<file path="src/rtl/uart_pkg.sv">
// uart_pkg -- definitions shared by the UART receiver and transmitter.
//   uart_state_e          : 2-bit frame FSM state (IDLE, START, DATA, STOP)
//   CLKS_PER_BIT_DEFAULT  : clk cycles per serial bit (10 MHz / 115200)
package uart_pkg;

    localparam int CLKS_PER_BIT_DEFAULT = 87;

    typedef enum logic [1:0] {
        ST_IDLE  = 2'd0,
        ST_START = 2'd1,
        ST_DATA  = 2'd2,
        ST_STOP  = 2'd3
    } uart_state_e;

endpackage

</file>
<file path="src/rtl/uart_sync.sv">
// uart_sync -- 2-flop synchronizer for one asynchronous bit.
//   clk, rst_n : clock, synchronous active-low reset
//   d          : asynchronous input
//   q          : synchronized output (RESET_VAL while in reset)
module uart_sync #(
    parameter logic RESET_VAL = 1'b1
) (
    input  logic clk,
    input  logic rst_n,
    input  logic d,
    output logic q
);
    logic meta_q;
    logic sync_q;

    always_ff @(posedge clk) begin
        if (!rst_n) begin
            meta_q <= RESET_VAL;
            sync_q <= RESET_VAL;
        end else begin
            meta_q <= d;
            sync_q <= meta_q;
        end
    end

    assign q = sync_q;
endmodule

</file>
<file path="src/rtl/uart_rx.sv">
// uart_rx -- 8N1 UART receiver with a single-byte hold register.
//   clk, rst_n    : clock, synchronous active-low reset
//   i_Rx_Serial   : asynchronous serial line, idle high
//   i_Rx_Next     : acknowledge; releases the held byte while o_Rx_DV is high
//   o_Rx_DV       : held byte valid, stays high until acknowledged
//   o_Rx_Byte     : held byte, stable while o_Rx_DV is high
//   o_Rx_Overrun  : sticky, a completed byte was dropped; cleared by acknowledge
//   o_Rx_FrameErr : one-cycle pulse when a stop bit samples low
module uart_rx
    import uart_pkg::*;
#(
    parameter int CLKS_PER_BIT = CLKS_PER_BIT_DEFAULT
) (
    input  logic       clk,
    input  logic       rst_n,
    input  logic       i_Rx_Serial,
    input  logic       i_Rx_Next,
    output logic       o_Rx_DV,
    output logic [7:0] o_Rx_Byte,
    output logic       o_Rx_Overrun,
    output logic       o_Rx_FrameErr
);
    localparam int CNT_W = $clog2(CLKS_PER_BIT);
    localparam logic [CNT_W-1:0] CNT_LAST = CNT_W'(CLKS_PER_BIT - 1);
    // Start bit is re-checked near its middle so later samples land mid-bit.
    localparam logic [CNT_W-1:0] CNT_HALF = CNT_W'((CLKS_PER_BIT - 1) / 2);

    logic rx_sync;

    uart_sync #(.RESET_VAL(1'b1)) u_sync (
        .clk   (clk),
        .rst_n (rst_n),
        .d     (i_Rx_Serial),
        .q     (rx_sync)
    );

    uart_state_e      state_q, state_d;
    logic [CNT_W-1:0] cnt_q, cnt_d;
    logic [2:0]       idx_q, idx_d;
    logic [7:0]       shift_q, shift_d;
    logic             dv_q, dv_d;
    logic [7:0]       byte_q, byte_d;
    logic             ovr_q, ovr_d;
    logic             ferr_q, ferr_d;
    logic             deliver;
    logic             ack;

    always_comb begin
        state_d = state_q;
        cnt_d   = cnt_q;
        idx_d   = idx_q;
        shift_d = shift_q;
        dv_d    = dv_q;
        byte_d  = byte_q;
        ovr_d   = ovr_q;
        ferr_d  = 1'b0;
        deliver = 1'b0;
        ack     = dv_q & i_Rx_Next;

        case (state_q)
            ST_IDLE: begin
                cnt_d = '0;
                idx_d = '0;
                if (!rx_sync) begin
                    state_d = ST_START;
                end
            end
            ST_START: begin
                if (cnt_q == CNT_HALF) begin
                    cnt_d   = '0;
                    state_d = rx_sync ? ST_IDLE : ST_DATA;
                end else begin
                    cnt_d = cnt_q + CNT_W'(1);
                end
            end
            ST_DATA: begin
                if (cnt_q == CNT_LAST) begin
                    cnt_d          = '0;
                    shift_d[idx_q] = rx_sync;
                    if (idx_q == 3'd7) begin
                        state_d = ST_STOP;
                    end else begin
                        idx_d = idx_q + 3'd1;
                    end
                end else begin
                    cnt_d = cnt_q + CNT_W'(1);
                end
            end
            ST_STOP: begin
                if (cnt_q == CNT_LAST) begin
                    cnt_d   = '0;
                    state_d = ST_IDLE;
                    if (rx_sync) begin
                        deliver = 1'b1;
                    end else begin
                        ferr_d = 1'b1;
                    end
                end else begin
                    cnt_d = cnt_q + CNT_W'(1);
                end
            end
            default: begin
                state_d = ST_IDLE;
            end
        endcase

        // Hold register: an acknowledge in the delivery cycle frees the slot
        // for the new byte; otherwise a byte arriving on a full slot is lost.
        if (deliver) begin
            if (dv_q && !ack) begin
                ovr_d = 1'b1;
            end else begin
                byte_d = shift_q;
                dv_d   = 1'b1;
                if (ack) begin
                    ovr_d = 1'b0;
                end
            end
        end else if (ack) begin
            dv_d  = 1'b0;
            ovr_d = 1'b0;
        end
    end

    always_ff @(posedge clk) begin
        if (!rst_n) begin
            state_q <= ST_IDLE;
            cnt_q   <= '0;
            idx_q   <= '0;
            shift_q <= '0;
            dv_q    <= 1'b0;
            byte_q  <= '0;
            ovr_q   <= 1'b0;
            ferr_q  <= 1'b0;
        end else begin
            state_q <= state_d;
            cnt_q   <= cnt_d;
            idx_q   <= idx_d;
            shift_q <= shift_d;
            dv_q    <= dv_d;
            byte_q  <= byte_d;
            ovr_q   <= ovr_d;
            ferr_q  <= ferr_d;
        end
    end

    assign o_Rx_DV       = dv_q;
    assign o_Rx_Byte     = byte_q;
    assign o_Rx_Overrun  = ovr_q;
    assign o_Rx_FrameErr = ferr_q;
endmodule

</file>
<file path="config.mk">
export PLATFORM = sky130hd
export DESIGN_NAME = uart_rx
export DESIGN_NICKNAME = d
export VERILOG_FILES = /design/src/rtl/uart_pkg.sv /design/src/rtl/uart_sync.sv /design/src/rtl/uart_rx.sv
export SDC_FILE = /design/constraint.sdc
export NUM_CORES = 1
export LEC_CHECK = 0
export CAP_MARGIN = 0
export CORE_MARGIN = 2
export CORE_UTILIZATION = 48
export CTS_BUF_LIST = sky130_fd_sc_hd__clkbuf_2 sky130_fd_sc_hd__clkbuf_4 sky130_fd_sc_hd__clkbuf_8
export DETAILED_ROUTE_END_ITERATION = 8
export GPL_TIMING_DRIVEN = 0
export PLACE_DENSITY = 0.84
export SYNTH_ARGS = -nofsm -noshare
export SYNTH_HDL_FRONTEND = slang
export SYNTH_HIERARCHICAL = 1
export SYNTH_SLANG_ARGS = --single-unit
export TNS_END_PERCENT = 30
</file>
<file path="constraint.sdc">
create_clock -name clk -period 1.4 [get_ports clk]
set_input_delay 0.28 -clock clk [delete_from_list [all_inputs] [get_ports clk]]
set_output_delay 0.28 -clock clk [all_outputs]
set_load 0.03 [all_outputs]
</file>
Word-level counts from Yosys, hierarchy flattened
Index checks and enable logic that the tools add are counted.
Widths: inputs -> output; s select.
- flip-flop bits (word level): 33
- bits of input ports: 4
- output and inout bits: 11
- logic and storage cells: 68
- add/sub/neg operators: 2
- magnitude comparators: 2
- eq/ne operators: 13
- muxes and demuxes: 26
- bitwise operators: 2
- reductions and logical operators: 13
- operators with widths (operator ; number):
    $pmux 7 s3 ; 1
    $mux 7 ; 2
    $ne 2x2->1 const B ; 7
    $mux 2 ; 6
    $mux 1 ; 11
    $bwmux 8 ; 1
    $pmux 2 s4 ; 1
    $add 7x1->7 const B ; 1
    $eq 7x6->1 const B ; 1
    $eq 7x7->1 const B ; 1
    $mux 3 ; 2
    $pmux 3 s2 ; 1
    $reduce_and 2->1 ; 3
    $reduce_and 3->1 ; 2
    $reduce_and 5->1 ; 1
    $eq 2x2->1 const B ; 2
    $lt 3x4->1 const B ; 1
    $reduce_bool 2->1 ; 2
    $add 3x1->3 const B ; 1
    $demux 1 s3 ; 1
    $eq 3x3->1 const B ; 1
    $ge 3x1->1 const B ; 1
    $eq 2x1->1 const B ; 1
    $logic_and 1x1->1 ; 2
    5 further kinds ; 5

Logic depth before layout (Yosys ltp)
Gate-level depths: netlist of the first run.
- word-level depth: 5
- depth in mapped cells: 6
- depth with buffers taken out: 6

By module
Netlist of the first run, hierarchy kept.
- modules (own cells, without submodules) (module ; instances ; cells an instance ; area an instance (µm²) ; sequential area each (µm²)):
    uart_rx ; 1 ; 144 ; 1400.1 ; 620.6
    uart_sync ; 1 ; 4 ; 52.6 ; 40.0

Worst setup path before layout of the first run
No wires, ideal clock.
- path type: reg2reg
- from: register cnt_q[0]
- to: register shift_q[4]
- library setup time: 0.072 ns
- data arrival time: 1.359 ns
- data required time: 1.328 ns
- setup slack: -0.031 ns
- cell stages (with the launch flop): 7
- buffers on the path: 0
- clock period less this slack: 1.431 ns
- cells stage by stage: dfxtp_1 -> inv_1 -> ha_1 -> and4bb_4 -> nand4b_4 -> nor4b_4 -> mux2i_1
- word-level cells in the longest chain between the ends: 2
- ends and longest elaborated chain (what ; line ; text):
    from (decl) ; uart_rx.sv:38 ; logic [CNT_W-1:0] cnt_q, cnt_d;
    from (signal assigned) ; uart_rx.sv:137 ; cnt_q <= cnt_d;
    $eq 7x7->1 ; uart_rx.sv:77 ; if (cnt_q == CNT_LAST) begin
    $reduce_and 2->1 (no line) ; -- ;
    to (signal assigned) ; uart_rx.sv:139 ; shift_q <= shift_d;
    to (decl) ; uart_rx.sv:40 ; logic [7:0] shift_q, shift_d;
Every way passes these cells.
A chain may end at the register's enable or synchronous reset.

Final worst setup path of the first run
- from: register cnt_q[1]
- to: register shift_q[3]
The elaborated chain is that of the path after synthesis.

==> metrics.md, run 1 <==
| Metric | Value |
|---|---|
| Die X | 59.01 um |
| DRT antenna net count | 0 |
| Clock skew | 0.003689 ns |
| First-pass GRT wire length | 4.899 mm |
| Site row count | 19 |
| Routed vias | 1122 |
| Post-synth EDFFs | 0 |
| Clock sink count | 33 |
| Status | finished, violations left |
| Max FO, Critical Path | 7 |
| R2R Setup Slk | -0.13 ns |
| Yosys warning count | 6 |
| Worst R2R Start | cnt_q[1]$_SDFF_PN0_ |
| Detail Placement HPWL | 2.018 mm |
| Final min period | 1.534 ns |
| Leak | 0.7425 nW |
| Count of input and output buffers | 14 |
| GPL Wtd Cong | 0.8634 |
| Synth Instances | 148 |
| Final core occ | 63.65% |
| Total wire length | 2.954 mm |
| Longest Clk Path Bufs | 2 |
| Post-route DRC | 0 |
| R2R Path End | shift_q[3]$_SDFFE_PN0P_ |
| Final worst path period share | 109.6% |
| Worst IR Drop VDD | 0.7409 mV |
| CTS tree | done |
| RSZ-0062 raised after global routing | yes |
| Top area cells in the synthesized netlist | dfxtp_1, mux2i_1, nand2_1 |
| Top-area cell type share of the netlist area | 45.48% |
| Final Setup Violations | 25 |
| Final hold vios | 0 |
| Post-Syn Area per Cell | 9.815 um^2 |
| HP Class | reg -> reg |
| GRT busiest layer | met2 |
| CP max stage delay | 0.38 ns |
| Hold path depth | 1 |
| Worst skew pair latency | 0.34 ns |
| Failing checks | setup timing |
| Via density | 5.447 |
| Detailed Route Iter0 Violations | 22 |
| Most used DFF post-synth | dfxtp_1 |
| Worst-Margin Slew | 0.3828 ns |
| Maxcap violations | 0 |
| Worst Path Required | 1.62 ns |
| Die Span Y | 59.01 um |
| Cell Area, Synth | 1453 um^2 |
| Fillers | 228 |
| Worst slew margin | 74.48% |
| Top Ports | 15 |
| Root Buffer | clkbuf_4 |
| Cts bufs inserted | 5 |
| Largest net degree at the start of global routing | 12 |
| Crit path DAT | 1.76 ns |
| Synth-to-layout area growth | 22.91% |
| # diodes | 0 |
| Sequential element share of the synthesized area | 45.48% |
| WS Path Type | reg -> reg |
| Met2 GRT Util | 30.16% |
| Total die area | 3482 um^2 |
| HP Start | u_sync/meta_q$_SDFF_PN1_ |
| Placed cell area | 1632 um^2 |
| Most common cell in the netlist | dfxtp_1 |
| Core area | 2805 um^2 |
| H-tree depth | 2 |
| Drt wl/cell | 14.34 um |
| Async SR Flop Fraction | 0% |
| Final instance area | 1785 um^2 |
| Max Freq | 651.8 MHz |
| Gr usage total | 18.88% |
| Critical Path Start Type | flop |
| Top cell type by total area after synthesis | dfxtp_1 |
| Initial antenna violation count | 0 |
| Final #Nets | 182 |
| Initial Util | 51.78% |
| Worst setup EP type | flop |
| PwrDens | 851.3 nW/um^2 |
| Global-route track usage on met1 | 22.27% |
| Commonest cells in the netlist | dfxtp_1, nand2_1, mux2i_1 |
| Hold path endpoint | u_sync/q$_SDFF_PN1_ |
| Clock-pin slew on the worst setup and hold paths | 0.10 ns |
| Synthesized flop and latch total | 33 |
| Post-route worst setup slack | -0.1343 ns |
| Synth unique cells | 36 |
| Mapped Nets | 156 |
| Final Max Tran Viols | 0 |
| Layout cell share with drive strength beyond 1 | 24.00% |
| TritonRoute pass-1 iters | 4 |
| Crit-path slowest cell | dfxtp_2 |
| GRT Residual Overflow | 0 |
| Vias in the first global route | 1135 |
| Reg2reg path depth | 5 |
| Crit-path cells | ha_4 > and4bb_4 > and4b_2 > nand4b_1 > mux2i_1 |
| Met3 usage | 6.332% |
==> layout make-up <==
class,count,area [um^2],share of cell area (%)
tap,31,38.79,2.172
timing repair buffer,19,177.7,9.951
multi-input combinational,105,794.5,44.50
clock buffer,5,37.54,2.102
inverter,2,7.507,0.4205
clock inverter,3,17.52,0.9811
buffer,8,47.55,2.663
sequential,33,664.4,37.21
==> placed cells by master (no fill, tap or decap), types with 2 or more instances in the layout <==
cell,count
nand4_1,4
a22o_1,2
clkinv_2,2
clkdlybuf4s50_1,3
dlygate4sd2_1,10
nand3_2,2
nor2_1,14
xnor2_1,2
nand2_1,22
nand2b_1,3
nor3_1,3
clkbuf_2,2
a31oi_1,2
nand3_1,4
clkbuf_4,5
a21oi_1,2
buf_2,3
and2_1,2
dfxtp_2,3
xor2_1,3
dfxtp_1,30
buf_4,7
mux2i_1,16
ha_1,3
==> metrics by stage <==
step / power, mW / setup TNS (ns) / hold WS (ns) / cells / worst slack, ns
2_1_floorplan: 0.9981 / -0.2076 / 0.3530 / 148 / -0.01527
3_3_place_gp: 1.016 / -8.189 / 0.3910 / 193 / -0.4452
3_5_place_dp: 1.018 / -9.885 / 0.4084 / 193 / -0.5347
4_1_cts: 1.529 / -1.385 / 0.4327 / 205 / -0.1121
5_1_grt: 1.571 / -4.245 / 0.4513 / 206 / -0.2142
6_report: 1.520 / -2.022 / 0.4363 / 206 / -0.1343
==> cell families (layout without fill, tap and decap cells) <==
| family | count (synthesis) | in the layout | synth area share (%) |
|---|---|---|---|
| adder cells (fa/ha/maj) | 4 | 4 | 3.445 |
| flip-flops | 33 | 33 | 45.48 |
| AO/OA/AOI/OAI | 11 | 11 | 6.374 |
| XOR/XNOR | 5 | 5 | 3.015 |
| buffers and inverters | 10 | 37 | 3.445 |
| multiplexers | 17 | 17 | 11.80 |
| AND/OR/NAND/NOR | 68 | 68 | 26.44 |
==> sequential cells by signal (all words and copies together) (netlist names), named ones only <==
| signal | count |
|---|---|
| cnt_q | 7 |
| idx_q | 3 |
| o_Rx_Byte | 8 |
| o_Rx_DV | 1 |
| o_Rx_FrameErr | 1 |
| o_Rx_Overrun | 1 |
| shift_q | 8 |
| state_q | 1 |
| u_sync/meta_q | 1 |
| u_sync/q | 1 |
==> worst max path at each step <==
stage                        start                   endpoint  slack (ns)  cells past startpoint
2_1_floorplan  cnt_q[0]$_SDFF_PN0_        cnt_q[2]$_SDFF_PN0_       -0.02                      6
3_3_place_gp                 rst_n    shift_q[4]$_SDFFE_PN0P_       -0.45                      5
3_5_place_dp                 rst_n  o_Rx_Byte[0]$_SDFFE_PN0P_       -0.53                      5
4_1_cts        cnt_q[1]$_SDFF_PN0_    state_q[0]$_SDFFE_PN0P_       -0.11                      5
5_1_grt        cnt_q[0]$_SDFF_PN0_    shift_q[3]$_SDFFE_PN0P_       -0.21                      6
6_report       cnt_q[1]$_SDFF_PN0_    shift_q[3]$_SDFFE_PN0P_       -0.13                      5
==> per-layer routing <==
| metal | wire length (um) | vias up | part of all wire [%] |
|---|---|---|---|
| met3 | 104 | 8 | 3.5 |
| met2 | 1427 | 23 | 48 |
| met5 | 0 | - | 0 |
| met4 | 68 | 0 | 2.3 |
| li1 | - | 568 | - |
| met1 | 1353 | 523 | 46 |
==> report_power, final <==
group | internal (mW) | switching, mW
sequential | 0.944 | 0.00375
clock | 0.189 | 0.328
combinational | 0.0229 | 0.0333
==> critical path: cells and delay by family (launching register included) <==
kind,cells,cell delay [ns]
DFF,1,0.38
muxes,1,0.13
and+or+nand+nor,3,0.78
adders and majority gates,1,0.13
==> timing repair <==
action,in CTS,in global routing
hold buffers,0,0
resized for setup,23,6
setup buffers,4,1
setup endpoints to repair,40,33
pin swaps,4,4
No activity file was read; power rests on OpenSTA's default activity.
==> run 2, diff against run 1 <==
--- a/config.mk
+++ b/config.mk
@@ -8,7 +8,6 @@
 export CAP_MARGIN = 0
 export CORE_MARGIN = 2
 export CORE_UTILIZATION = 48
-export CTS_BUF_LIST = sky130_fd_sc_hd__clkbuf_2 sky130_fd_sc_hd__clkbuf_4 sky130_fd_sc_hd__clkbuf_8
 export DETAILED_ROUTE_END_ITERATION = 8
 export GPL_TIMING_DRIVEN = 0
 export PLACE_DENSITY = 0.84
==> results of run 2 <==
Same layout as run 1: the final DEF is identical, and so are final timing and power.
